$ cat config.mk
export PLATFORM = sky130hd
export DESIGN_NAME = cpu_issue_arbiter
export DESIGN_NICKNAME = d
export VERILOG_FILES = /design/src/rtl/cpu_issue_arbiter.sv
export SDC_FILE = /design/constraint.sdc
export NUM_CORES = 1
export LEC_CHECK = 0
export BUFFER_PORTS_ARGS = -buffer_cell sky130_fd_sc_hd__buf_2
export CAP_MARGIN = 40
export CELL_PAD_IN_SITES_DETAIL_PLACEMENT = 0
export CELL_PAD_IN_SITES_GLOBAL_PLACEMENT = 1
export CORE_MARGIN = 1.5
export CORE_UTILIZATION = 31
export DETAILED_ROUTE_END_ITERATION = 8
export PLACE_DENSITY = 0.7
export SYNTH_ARGS = -nofsm -noshare
export SYNTH_HDL_FRONTEND = slang
export SYNTH_SLANG_ARGS = --single-unit
$ cat constraint.sdc
create_clock -name clk -period 1.6 [get_ports clk]
set_input_delay 0.48 -clock clk [delete_from_list [all_inputs] [get_ports clk]]
set_output_delay 0.48 -clock clk [all_outputs]
set_load 0.02 [all_outputs]
$ cat src/rtl/cpu_issue_arbiter.sv
// Two-requester issue arbiter in front of a tiny accumulator CPU.
// Grants one instruction at a time (round-robin under contention), drives it
// into the CPU with load/step until the CPU reports execute, then presents the
// accumulator and flags as a response that is held until the consumer takes it.
//
// Handshakes: a transfer happens on a rising clk edge where valid && ready are
// both high (and ena is high). Producers hold valid and payload stable until
// that edge; ready never depends on anything but the current state and inputs.
module cpu_issue_arbiter (
   input  logic       clk,
   input  logic       rst_n,
   input  logic       ena,
   input  logic       req0_valid,
   input  logic [7:0] req0_instr,
   output logic       req0_ready,
   input  logic       req1_valid,
   input  logic [7:0] req1_instr,
   output logic       req1_ready,
   output logic [7:0] cpu_instr,
   output logic       cpu_load,
   output logic       cpu_step,
   input  logic       cpu_exec,
   input  logic [3:0] cpu_acc,
   input  logic [2:0] cpu_flags,
   output logic       rsp_valid,
   input  logic       rsp_ready,
   output logic       rsp_id,
   output logic [3:0] rsp_data,
   output logic [2:0] rsp_flags,
   output logic       rsp_err,
   output logic       halted,
   output logic [1:0] dbg_state
);

   localparam logic [1:0] S_IDLE      = 2'd0;
   localparam logic [1:0] S_WAIT_EXEC = 2'd1;
   localparam logic [1:0] S_SETTLE    = 2'd2;
   localparam logic [1:0] S_RESPOND   = 2'd3;

   logic [1:0] state_q, state_d;
   logic       last_q, last_d;      // requester granted most recently
   logic [3:0] cnt_q, cnt_d;        // execute timeout counter
   logic [7:0] instr_q, instr_d;
   logic       id_q, id_d;
   logic [3:0] data_q, data_d;
   logic [2:0] flags_q, flags_d;
   logic       err_q, err_d;
   logic       halted_q, halted_d;

   logic       grant_any;
   logic       grant_id;

   // Pick a winner in IDLE; ena gates the grant so a visible ready always transfers.
   always_comb begin
      grant_any = 1'b0;
      grant_id  = 1'b0;
      if (state_q == S_IDLE && ena && !cpu_flags[2]) begin
         if (req0_valid && req1_valid) begin
            grant_any = 1'b1;
            grant_id  = ~last_q;
         end else if (req0_valid) begin
            grant_any = 1'b1;
            grant_id  = 1'b0;
         end else if (req1_valid) begin
            grant_any = 1'b1;
            grant_id  = 1'b1;
         end
      end
   end

   assign req0_ready = grant_any && !grant_id;
   assign req1_ready = grant_any && grant_id;

   assign cpu_instr = instr_q;
   assign cpu_load  = (state_q == S_WAIT_EXEC);
   assign cpu_step  = (state_q == S_WAIT_EXEC);
   assign rsp_valid = (state_q == S_RESPOND);
   assign rsp_id    = id_q;
   assign rsp_data  = data_q;
   assign rsp_flags = flags_q;
   assign rsp_err   = err_q;
   assign halted    = halted_q;
   assign dbg_state = state_q;

   // Next-state and datapath; everything holds while ena is low.
   always_comb begin
      state_d  = state_q;
      last_d   = last_q;
      cnt_d    = cnt_q;
      instr_d  = instr_q;
      id_d     = id_q;
      data_d   = data_q;
      flags_d  = flags_q;
      err_d    = err_q;
      halted_d = halted_q;
      if (ena) begin
         halted_d = cpu_flags[2];
         case (state_q)
            S_IDLE: begin
               if (grant_any) begin
                  instr_d = grant_id ? req1_instr : req0_instr;
                  id_d    = grant_id;
                  cnt_d   = 4'd0;
                  state_d = S_WAIT_EXEC;
               end
            end
            S_WAIT_EXEC: begin
               if (cpu_exec) begin
                  state_d = S_SETTLE;
               end else if (cnt_q == 4'd15) begin
                  // CPU never reached execute: report an error response.
                  state_d = S_RESPOND;
                  err_d   = 1'b1;
                  data_d  = 4'd0;
                  flags_d = cpu_flags;
               end else begin
                  cnt_d = cnt_q + 4'd1;
               end
            end
            S_SETTLE: begin
               data_d  = cpu_acc;
               flags_d = cpu_flags;
               err_d   = 1'b0;
               state_d = S_RESPOND;
            end
            S_RESPOND: begin
               if (rsp_ready) begin
                  last_d  = id_q;
                  state_d = S_IDLE;
               end
            end
            default: state_d = S_IDLE;
         endcase
      end
   end

   // State registers with asynchronous active-low clear.
   always_ff @(posedge clk or negedge rst_n) begin
      if (!rst_n) begin
         state_q  <= S_IDLE;
         last_q   <= 1'b1;
         cnt_q    <= 4'd0;
         instr_q  <= 8'd0;
         id_q     <= 1'b0;
         data_q   <= 4'd0;
         flags_q  <= 3'd0;
         err_q    <= 1'b0;
         halted_q <= 1'b0;
      end else begin
         state_q  <= state_d;
         last_q   <= last_d;
         cnt_q    <= cnt_d;
         instr_q  <= instr_d;
         id_q     <= id_d;
         data_q   <= data_d;
         flags_q  <= flags_d;
         err_q    <= err_d;
         halted_q <= halted_d;
      end
   end

endmodule

==> impl_results.md <==
* Outcome: finished with violations
* Violated checks: setup timing
* Mapped Area at roughly 1300 sq um
* Final Slew Violations at 0
* Tcrit/Tclk final at 123.4%
* Fin util at between 40% and 50%
* Fin crit period at between 1.5 and 2 ns
* Post-route ant nets at 0
* Final-report setup violation count at 16
* DRC at 0
* Reg area at around 630 sq um
* Fin nets at 230
* Fin Setup TNS at -3.064 ns
* Worst Path Buf+Inv at 2
* Area Growth Syn to Fin at 54.79%
* Dpl cell area at roughly 1800 sq um
* WL final at 3185 um
* Sequential share of the synthesized area at 49.02%
* Max-slew headroom at between 60% and 70%
* Clk Latency, worst-skew pair at ~0.27 ns
* Clk buf depth at 2
* Worst-path clk slew at about 0.1 ns
* Post-route setup slack at -0.3748 ns
* Post-Syn Instances at ~110
* Filler cell count at 380
* Hold Path Class: in2async
* Final Hold Viols at 0
* CTS sink cnt at 25
* Critical path capture point type: primary output
* Multi-input gate area at 685.7 sq um
* Core Rows at 23
* Post-synth EDFFs at 0
* First-pass GRT wire length at roughly 5100 um
* Largest stage delay, worst path at 0.44 ns
* Synth cell count leaders: dfrtp_1 (24), nor2_1 (10), a21oi_1 (9), mux2i_1 (9)
* Total GRT Usage at between 10% and 20%
* Vias in the first global route at between 1000 and 1500
* Total CTS buffers at 3
* Routability cong. at a little over 0.8
* Mux cell area share after synthesis at 13.21%
* CP Cell Sequence: inv_4, ha_4, and3b_1, o21a_1, nor2b_4, buf_6
* Antenna diodes at 0
* Initial Util at 32.20%
* Worst path arrival time at 1.49 ns
* Synth Area in Simple Gates at between 10% and 20%
* Starting DRT DRC Count at 11
* Via-per-instance ratio at approximately 4.7
* Main combinational cell family by area after synthesis: compound AO/OA/AOI/OAI gates
* Leak at 0.9557 nW
* Critical setup path kind: reg2out
* Io pins at between 50 and 60
* Layout cells sized above 1 at 56.99%
* Synth area leaders: dfrtp_1 (47%), mux2i_1 (7.0%), ha_1 (5.9%), a21oi_1 (3.5%), mux2_4 (3.5%)
* Cell variety after synth at 32
* Placed insts at around 230
* Pre-CTS setup slack at -0.1503 ns
* Total gr overflow at 0
* Yosys top cell area share at approximately 47%
* FMAX at slightly above 0.5 GHz
* Synth area leader: dfrtp_1
* Worst Clk Skew at a little under 0.008 ns
* Most common flop cell mapped by yosys: dfrtp_1
* Fraction of registers with async set/reset at 100.0%
* Slew of the pin with the lowest slew margin at about 0.57 ns
* Initial antenna violation count at 0
* Root Buffer: clkbuf_8
* # port buffers at 54
* Max VDD drop at between 0.8 and 0.9 mV
* PnR Total Power at 3.572 mW
* Crit start category: flop
* CTS tree: yes
* Ys Warns at 0
* H-tree depth at 1
* Post-DP HPWL at approximately 2400 um
* Pwr dens at about 1800 nW/um^2
* Cts hold-fix bufs at 0
* Largest fanout on the critical path at 2
* Design area at ~2000 sq um
* DR WL/cell at 13.11 um
* Yosys reg bits at 25
* XOR/XNOR Fraction of Synth Area at 0%
* Syn_nets at around 150
* Via count at roughly 1100
* Top delay family on crit path: flip-flops
* CP required at ~1.1 ns
* Largest net degree at the start of global routing at 26
* Max_cap viols at 0
* Synth Area in Compound Gates at 15.07%
* Pre-antenna DRT Iters at 4
* Height of the die at 67.23 um
* Beginning of the critical path: dbg_state[0]$_DFFE_PN0P_
* Most frequent cell after synthesis: dfrtp_1
* Fin cells at roughly 240
* Full die area at ~4500 sq um
* Post-synthesis area per instance at around 11 sq um
* CP max stage cell: dfrtp_2
* WHS at around 0.19 ns
* Core Box Area at a little under 4000 sq um
* Width of the die at between 60 and 70 um
* RSZ-0062 raised after global routing: true
* Synth Area in Adders at a little under 6%
* Crit Reg-Reg Startpoint: dbg_state[0]$_DFFE_PN0P_
## kinds of logic (layout without fill, tap and decap cells)
kind of cell               after synthesis  in the layout
and+or+nand+nor                         29             29
AOI/OAI and AO/OA                       28             28
DFF                                     25             25
muxes                                   15             15
buffers and inverters                   10             90
adders and majority gates                6              6
## sequential cells by signal (all words and copies together), names as in the netlist, 2 cells and up
name / cells
rsp_flags: 3
dbg_state: 2
cpu_instr: 8
rsp_data: 4
cnt_q: 4
## power by group
group / switching, mW / internal (mW)
registers: 0.146 / 0.925
clock network: 0.212 / 0.182
logic: 1.06 / 1.05
total: 1.42 / 2.15
## final timing paths
path / end / slack [ns] / cells past startpoint
min reg2reg: last_q$_DFFE_PN1P_ / 0.49 / 2
min: cpu_instr[6]$_DFFE_PN0P_ / 0.19 / 1
max: req0_ready / -0.37 / 6
min in group clk: rsp_data[2]$_DFFE_PN0P_ / 0.42 / 2
max reg2reg: rsp_flags[1]$_DFFE_PN0P_ / -0.24 / 7
max in group asynchronous: dbg_state[0]$_DFFE_PN0P_ / 1.00 / 1
## layout make-up
type | instances | share of cell area [%]
Inverter | 6 | 1.264
Tap cell | 50 | 3.161
Timing Repair Buffer | 80 | 26.61
Clock buffer | 3 | 2.086
Clock inverter | 1 | 0.4425
Multi-Input combinational cell | 78 | 34.64
Sequential cell | 25 | 31.80
## per-layer routing
layer	GRT usage, %	up-vias	share of wire [%]	routed length [um]
met2	27.23	44	51	1631
met4	4.592	0	0.72	23
li1	-	562	-	-
met5	0	-	0	0
met1	18.13	538	41	1306
met3	2.333	4	7.0	223
## placed cells by master, fill, tap and decap left out, drive strengths merged
cell and instances:
a21boi 1, a21oi 10, a22o 4, a31oi 2, a32oi 1, and3 4
and3b 1, and4b 1, buf 80, clkbuf 3, dfrtp 24, dfstp 1
ha 6, inv 7, mux2 6, mux2i 9, nand2 4, nand2b 2
nand3 2, nand4 1, nor2 10, nor2b 3, nor3 1, o211ai 1
o21a 2, o21ai 4, o21bai 2, o22ai 1
## worst register-to-register path, cell delays in order, from the launching register on
cell and delay (ns):
dfrtp_2 0.44, buf_4 0.14, buf_6 0.12, ha_4 0.17, buf_6 0.12, and4b_4 0.19, a21oi_4 0.24, mux2_4 0.33
## repair_timing
| action | 4_1_cts | 5_1_grt |
|---|---|---|
| setup buffers | 5 | 4 |
| gates cloned | 0 | 0 |
| resized for setup | 12 | 16 |
| pin swaps | 1 | 14 |
| setup endpoints to repair | 15 | 24 |
(Power assumes the default switching activity.)
